--- src/rtl/regfile_pkg.sv ---
// ----------------------------------------------------------------------------
// regfile_pkg
//   Shared sizing, types and constants for the architectural register file.
//   Exports:
//     DATA_W     bits per register
//     REG_COUNT  number of architectural registers
//     ADDR_W     register address width, log2(REG_COUNT)
//     reg_addr_t register index type
//     reg_data_t register value type
//     ZERO_REG   index of the hardwired-zero register
// ----------------------------------------------------------------------------
package regfile_pkg;

    localparam int DATA_W    = 32;
    localparam int REG_COUNT = 32;
    localparam int ADDR_W    = $clog2(REG_COUNT);

    typedef logic [ADDR_W-1:0] reg_addr_t;
    typedef logic [DATA_W-1:0] reg_data_t;

    localparam reg_addr_t ZERO_REG = '0;

endpackage : regfile_pkg

--- src/rtl/regfile_wdec.sv ---
// ----------------------------------------------------------------------------
// regfile_wdec
//   Address-to-one-hot decoder with enable. Only registers 1..REG_COUNT-1
//   have a select line: register 0 has no storage and no scoreboard bit, so
//   it is never selected.
//
//   Ports:
//     en    input   1                   decode enable
//     addr  input   ADDR_W              register index to select
//     sel   output  [REG_COUNT-1:1]     one-hot select, all zero when en=0
//                                       or addr selects register 0
// ----------------------------------------------------------------------------
module regfile_wdec
    import regfile_pkg::*;
#(
    parameter int ADDR_W    = regfile_pkg::ADDR_W,
    parameter int REG_COUNT = regfile_pkg::REG_COUNT
) (
    input  logic                 en,
    input  logic [ADDR_W-1:0]    addr,
    output logic [REG_COUNT-1:1] sel
);

    always_comb begin
        sel = '0;
        for (int i = 1; i < REG_COUNT; i++) begin
            sel[i] = en && (addr == ADDR_W'(i));
        end
    end

endmodule : regfile_wdec

--- src/rtl/register_file_rw.sv ---
// ----------------------------------------------------------------------------
// register_file_rw
//   32 x 32-bit architectural register file with one write port, two
//   combinational read ports and a per-register busy scoreboard. Register 0
//   is hardwired to zero. Reads see a write presented in the same cycle.
//
//   Ports:
//     clk        input   1       rising-edge clock
//     reset      input   1       synchronous active-high reset; clears all
//                                registers and busy bits
//     wr_en      input   1       write-back valid
//     wr_addr    input   ADDR_W  write destination
//     wr_data    input   DATA_W  write value
//     rd_addr_a  input   ADDR_W  read port A address
//     rd_data_a  output  DATA_W  read port A data (combinational)
//     rd_addr_b  input   ADDR_W  read port B address
//     rd_data_b  output  DATA_W  read port B data (combinational)
//     rsv_en     input   1       issue reserves a destination register
//     rsv_addr   input   ADDR_W  register being reserved
//     busy_a     output  1       register at rd_addr_a has a pending producer
//     busy_b     output  1       register at rd_addr_b has a pending producer
// ----------------------------------------------------------------------------
module register_file_rw
    import regfile_pkg::*;
(
    input  logic      clk,
    input  logic      reset,
    input  logic      wr_en,
    input  reg_addr_t wr_addr,
    input  reg_data_t wr_data,
    input  reg_addr_t rd_addr_a,
    output reg_data_t rd_data_a,
    input  reg_addr_t rd_addr_b,
    output reg_data_t rd_data_b,
    input  logic      rsv_en,
    input  reg_addr_t rsv_addr,
    output logic      busy_a,
    output logic      busy_b
);

    // Storage exists only for registers 1..REG_COUNT-1.
    reg_data_t                mem [1:REG_COUNT-1];
    logic [REG_COUNT-1:1]     busy;

    logic [REG_COUNT-1:1]     wr_sel;
    logic [REG_COUNT-1:1]     rsv_sel;

    // Full-width views with register 0 pinned to zero, so every address
    // value decodes to a defined word.
    reg_data_t                word_view [REG_COUNT];
    logic [REG_COUNT-1:0]     busy_view;

    logic                     hit_a;
    logic                     hit_b;

    regfile_wdec #(
        .ADDR_W    (ADDR_W),
        .REG_COUNT (REG_COUNT)
    ) u_wr_dec (
        .en   (wr_en),
        .addr (wr_addr),
        .sel  (wr_sel)
    );

    regfile_wdec #(
        .ADDR_W    (ADDR_W),
        .REG_COUNT (REG_COUNT)
    ) u_rsv_dec (
        .en   (rsv_en),
        .addr (rsv_addr),
        .sel  (rsv_sel)
    );

    // Register storage and scoreboard update at the clock edge.
    always_ff @(posedge clk) begin
        if (reset) begin
            for (int i = 1; i < REG_COUNT; i++) begin
                mem[i]  <= '0;
                busy[i] <= 1'b0;
            end
        end else begin
            for (int i = 1; i < REG_COUNT; i++) begin
                if (wr_sel[i]) begin
                    mem[i] <= wr_data;
                end
                // A reservation landing on the register being written means
                // a newer producer was issued, so it keeps the register busy.
                if (rsv_sel[i]) begin
                    busy[i] <= 1'b1;
                end else if (wr_sel[i]) begin
                    busy[i] <= 1'b0;
                end
            end
        end
    end

    always_comb begin
        word_view[0] = '0;
        busy_view[0] = 1'b0;
        for (int i = 1; i < REG_COUNT; i++) begin
            word_view[i] = mem[i];
            busy_view[i] = busy[i];
        end
    end

    // Same-cycle write hit on a read port; register 0 never bypasses.
    always_comb begin
        hit_a = wr_en && (wr_addr == rd_addr_a) && (rd_addr_a != ZERO_REG);
        hit_b = wr_en && (wr_addr == rd_addr_b) && (rd_addr_b != ZERO_REG);
    end

    always_comb begin
        if (rd_addr_a == ZERO_REG) begin
            rd_data_a = '0;
        end else if (hit_a) begin
            rd_data_a = wr_data;
        end else begin
            rd_data_a = word_view[rd_addr_a];
        end

        if (rd_addr_b == ZERO_REG) begin
            rd_data_b = '0;
        end else if (hit_b) begin
            rd_data_b = wr_data;
        end else begin
            rd_data_b = word_view[rd_addr_b];
        end
    end

    // A completing write clears busy for readers in the same cycle, matching
    // the data bypass. A same-cycle reservation is not visible until the
    // next cycle.
    always_comb begin
        busy_a = busy_view[rd_addr_a] && !hit_a;
        busy_b = busy_view[rd_addr_b] && !hit_b;
    end

endmodule : register_file_rw

--- config.mk ---
export PLATFORM = sky130hd
export DESIGN_NAME = register_file_rw
export DESIGN_NICKNAME = d
export VERILOG_FILES = /design/src/rtl/regfile_pkg.sv /design/src/rtl/regfile_wdec.sv /design/src/rtl/register_file_rw.sv
export SDC_FILE = /design/constraint.sdc
export NUM_CORES = 2
export LEC_CHECK = 0
export ABC_CLOCK_PERIOD_IN_PS = 3300
export BUFFER_PORTS_ARGS = -buffer_cell sky130_fd_sc_hd__buf_2
export CORE_AREA = 2 2 413 578
export DETAILED_ROUTE_END_ITERATION = 12
export DIE_AREA = 0 0 415 580
export GPL_ROUTABILITY_DRIVEN = 1
export MAX_ROUTING_LAYER = met4
export PLACE_DENSITY = 0.35
export SETUP_SLACK_MARGIN = 0.2
export SYNTH_ARGS = -nofsm -noshare
export SYNTH_HDL_FRONTEND = slang
export SYNTH_HIERARCHICAL = 1
export SYNTH_SLANG_ARGS = --single-unit
--- constraint.sdc ---
create_clock -name clk -period 3.3 [get_ports clk]
set_input_delay 0.495 -clock clk [delete_from_list [all_inputs] [get_ports clk]]
set_output_delay 0.495 -clock clk [all_outputs]
set_load 0.005 [all_outputs]
* Word-level counts from Yosys, hierarchy flattened
Memories as Yosys holds them, arrays and structs flattened.
Cells that the tools add are included.
** Cells by class
- Magnitude comparators :: 4
- Equal/unequal tests :: 64
- Multiplexer cells :: 202
- Bitwise gates (word level) :: 33
- Reduce and logical (&&, ||, !) cells :: 105
** Operator list (count)
- $mux 32 :: 39
- $bmux 32 s5 :: 2
- $eq 5x5->1 const B :: 32
- $mux 1 :: 159
- $eq 5x4->1 const B :: 16
- $logic_and 1x1->1 :: 68
- $reduce_bool 2->1 :: 31
- $eq 5x3->1 const B :: 8
- $or 1x1->1 :: 31
- $eq 5x2->1 const B :: 4
- $ge 6x6->1 const B :: 2
- $lt 5x6->1 const B :: 2
- $not 5->6 :: 2
- $bmux 1 s5 :: 2
- $eq 5x1->1 const B :: 2
- $eq 5x5->1 :: 2
- $logic_not 5->1 :: 2
- $reduce_bool 5->1 :: 2
- $logic_not 1->1 :: 2
** Word-level totals
- Register bits after elaboration :: 31
- Memory bits (writable) :: 992
- Input port bits :: 56
- Output and inout bits :: 66
- Memories :: 1
** Memories
- mem :: words 31, bits a word 32, read ports 31, clocked after memory_dff 0, write ports 31, RTL line register_file_rw.sv:42 : reg_data_t mem [1:REG_COUNT-1];

* Longest topological paths before layout
- Depth in word-level cells :: 6
- Depth in mapped cells :: 10
- Depth with buffers taken out :: 5

* Cells and area by module
The synthesis kept the hierarchy.
** By module, submodules not included
- register_file_rw :: instances 1, cells each 4664, area each 55818.5 µm², seq. area each 30409.2 µm²
- regfile_wdec :: instances 2, cells each 46, area each 226.5 µm², seq. area each 0.0 µm²

* Worst setup path before layout
OpenSTA, ideal clock, no wires.
- Kind :: input to output
- Start :: in rd_addr_b[0]
- End :: out busy_b
- Data arrival time :: 2.033 ns
- Data required time :: 2.805 ns
- Setup slack :: 0.772 ns
- Stages on the path :: 6
- Path buffers :: 2
- Path through :: clkbuf_1 > buf_2 > mux4_2 > mux4_2 > nand2_1 > a21boi_0
** On the way
- Word-level cells in the longest chain between the ends :: 5
- Elaborated cells between the ends (all ways) :: 8
** Ends and longest elaborated chain
- start, declared :: RTL line register_file_rw.sv:33 : input reg_addr_t rd_addr_b,
- branches (longest 4 deep; another with $bmux 1 s5)
- $logic_and 1x1->1 * :: RTL line register_file_rw.sv:135 : busy_b = busy_view[rd_addr_b] && !hit_b;
- end, declared :: RTL line register_file_rw.sv:38 : output logic busy_b
Every way passes the cells marked *. The select of a mux whose other input is x is not followed.

==> results.cfg <==
[sta]
finalCritPeriodShare_pct = 94.55
period_needed_ns = 3.120
hold_viol = 0
max_freq_ghz = 0.3205
fin_skew_ns = 0
relSlewSlack_pct = 29.30
report.final.slew_viol_count = 0
setup_viol = 0
tightest_slew_ns = 1.059
rsz0062_at_grt = yes

[min_path]
hp-class = in -> reg

[floorplan]
die_w_um = 415
coreArea_sq_um = 235500
initial_core_util_pct = 23.90
io_pins = 122
dieArea_sq_um = 240700
die_h_um = 580
rows = 211

[cts]
path_clk_slew_ns = 0.06
clk_latency_ns = 0.73
h-tree-depth = 3
cts_buffers = 110
cts_max_path_buffers = 3
clkSinkCount = 1023
root_buffer = clkbuf_16
cts_tree = yes

[final_layout]
drive_above_1_share_pct = 27.51
finalNonFillerCells = 8054
area_delta_synth_final_pct = 21.59
final_area_sq_um = 68420
num-nets-final = 4931

[placement]
dp_hpwl_mm = 164.5
post-place-cells = 7794
port_buffers = 121
place_congestion = 0.8498
dpl_cell_area_sq_um = 62970

[logic_synthesis]
synth_seq_cells = 1023
synth_edf_count = 992
synth_flop_cell = edfxtp_1
syn_area_sq_um = 56270
synth-adder-area-share_pct = 0
synth_simple_gate_area_share_pct = 13.57
yosysMostFrequentCell = nor3_1
synth_top_cell_by_area = edfxtp_1
synth_compound_area_share_pct = 7.896
muxShareOfSynthArea_pct = 19.33
syn_area_per_cell_sq_um = 11.83
synth_top_area_share_pct = 52.94
synth_xor_area_share_pct = 0.1556
ys_seq_area_share_pct = 54.04
synth.area.top_cells = edfxtp_1, nor3_1, mux2i_1
syn_nets = 4812
syn_inst = 4756
synthArstFlopShare_pct = 0
yosysWarningCount = 6
synth_top_family_by_area = multiplexers
synth_top_cells_by_count = nor3_1, edfxtp_1, mux2i_1
synth.distinct_cells = 49

[routing]
first_pass_iters = 6
drc = 0
routed_wl_mm = 266.8
drt-initial-drc-count = 3166
viasPerCell = 5.385
wl_per_cell_um = 33.13
ant_nets = 0
vias = 43368

[job]
cap_violations = 0

[global_route]
grt_use_total_pct = 22.13
grt_max_degree = 117
antenna_found_initial = 12
grt_remaining_overflow = 0
grt_pass1_vias = 44613
grt_pass1_wl_mm = 367.8

[critical_path]
end_kind = output port
crit_type = reg -> out
worstSetupStartpointType = flop
critPathMaxFanout = 2
cp.required_ns = 2.80
arrival_ns = 2.63

[power_and_ir_drop]
ir_drop_v = 0.0004359
powerDensity_nw_per_um2 = 489.6
p_leak_nw = 23.09

[run_status]
status = complete, no violations
## cell families after synthesis
family / count (synthesis)
simple gates: 1543
xor+xnor: 10
mux: 873
buf+inv: 649
flops: 1023
compound gates: 658
## power by group
| group | total [mW] | internal [mW] | switching [mW] | leakage, nW |
|---|---|---|---|---|
| combinational | 5.47 | 2.11 | 3.36 | 11.7 |
| clock | 12.7 | 6.97 | 5.75 | 1.71 |
| sequential | 15.3 | 14.9 | 0.363 | 9.71 |
## final timing paths
check / slack, ns / from / cells after the start / endpoint
worst max register to register: 2.65 / busy[27]$_SDFFE_PP0P_ / 2 / busy[27]$_SDFFE_PP0P_
worst max-delay path: 0.18 / mem[0][693]$_SDFFCE_PN0P_ / 8 / rd_data_a[21]
worst min-delay path: 0.30 / reset / 2 / mem[0][345]$_SDFFCE_PN0P_
worst min register to register: 0.51 / busy[20]$_SDFFE_PP0P_ / 2 / busy[20]$_SDFFE_PP0P_
## cells in the final DEF (no fill, tap or decap), types with 104 or more instances in the layout
master | netlist | routed
mux2_2 | 281 | 277
o22ai_1 | 128 | 115
mux2i_1 | 449 | 444
mux4_2 | 143 | 143
buf_12 | 0 | 117
buf_4 | 47 | 307
a21oi_1 | 130 | 125
edfxtp_1 | 992 | 992
nor2_1 | 160 | 158
nor3_1 | 1067 | 1029
clkbuf_16 | 0 | 117
buf_2 | 85 | 104
a22oi_1 | 117 | 115
## repair_timing
item                       4_1_cts  5_1_grt
hold buffers                     0        0
hold endpoints to repair         0        0
pin swaps                       16       27
gates resized for setup        150       68
gates cloned                    16        3
setup endpoints to repair       46       51
setup buffers                   12       26
## state kept, by name, indices dropped and copies added (netlist names)
| signal | count |
|---|---|
| busy | 31 |
| mem | 992 |
## stage by stage
| step | power (mW) | setup slack [ns] | util, % | setup TNS [ns] | hold slack [ns] |
|---|---|---|---|---|---|
| floorplan | 18.14 | 0.7721 | - | 0 | 0.4657 |
| global placement | 20.69 | -0.3105 | 26.74 | -1.693 | 0.4864 |
| detailed placement | 20.70 | -0.2721 | 26.74 | -1.461 | 0.4975 |
| CTS | 33.66 | 0.1386 | 28.77 | 0 | 0.2598 |
| global route | 34.47 | 0.1378 | 29.05 | 0 | 0.3073 |
| finish | 33.50 | 0.1797 | 29.06 | 0 | 0.3010 |
## critical path, cell delays in order, from the launching register on
cell	delay [ns]
edfxtp_1	0.40
mux2_2	0.28
o22ai_2	0.17
a2111oi_2	0.08
buf_4	0.19
nor3_4	0.30
a221oi_1	0.13
buf_4	0.20
buf_2	0.12
## routing by layer
layer  track usage [%]  part of all wire, %
met2             39.07                   52
met1             26.25                   40
met3             2.048                  4.0
met5                 -                    0
met4             7.594                  3.8
## final cells by class
class / count / area, sq um
Antenna cell: 4 / 10.01
Clock inverter: 52 / 446.7
Clock buffer: 147 / 3037
Multi-Input combinational cell: 3085 / 23890
Inverter: 65 / 244.0
Timing Repair Buffer: 590 / 6521
Tap cell: 3088 / 3864
Fill cell: 24273 / 167100
Sequential cell: 1023 / 30410
No activity file was read; power rests on OpenSTA's default activity.
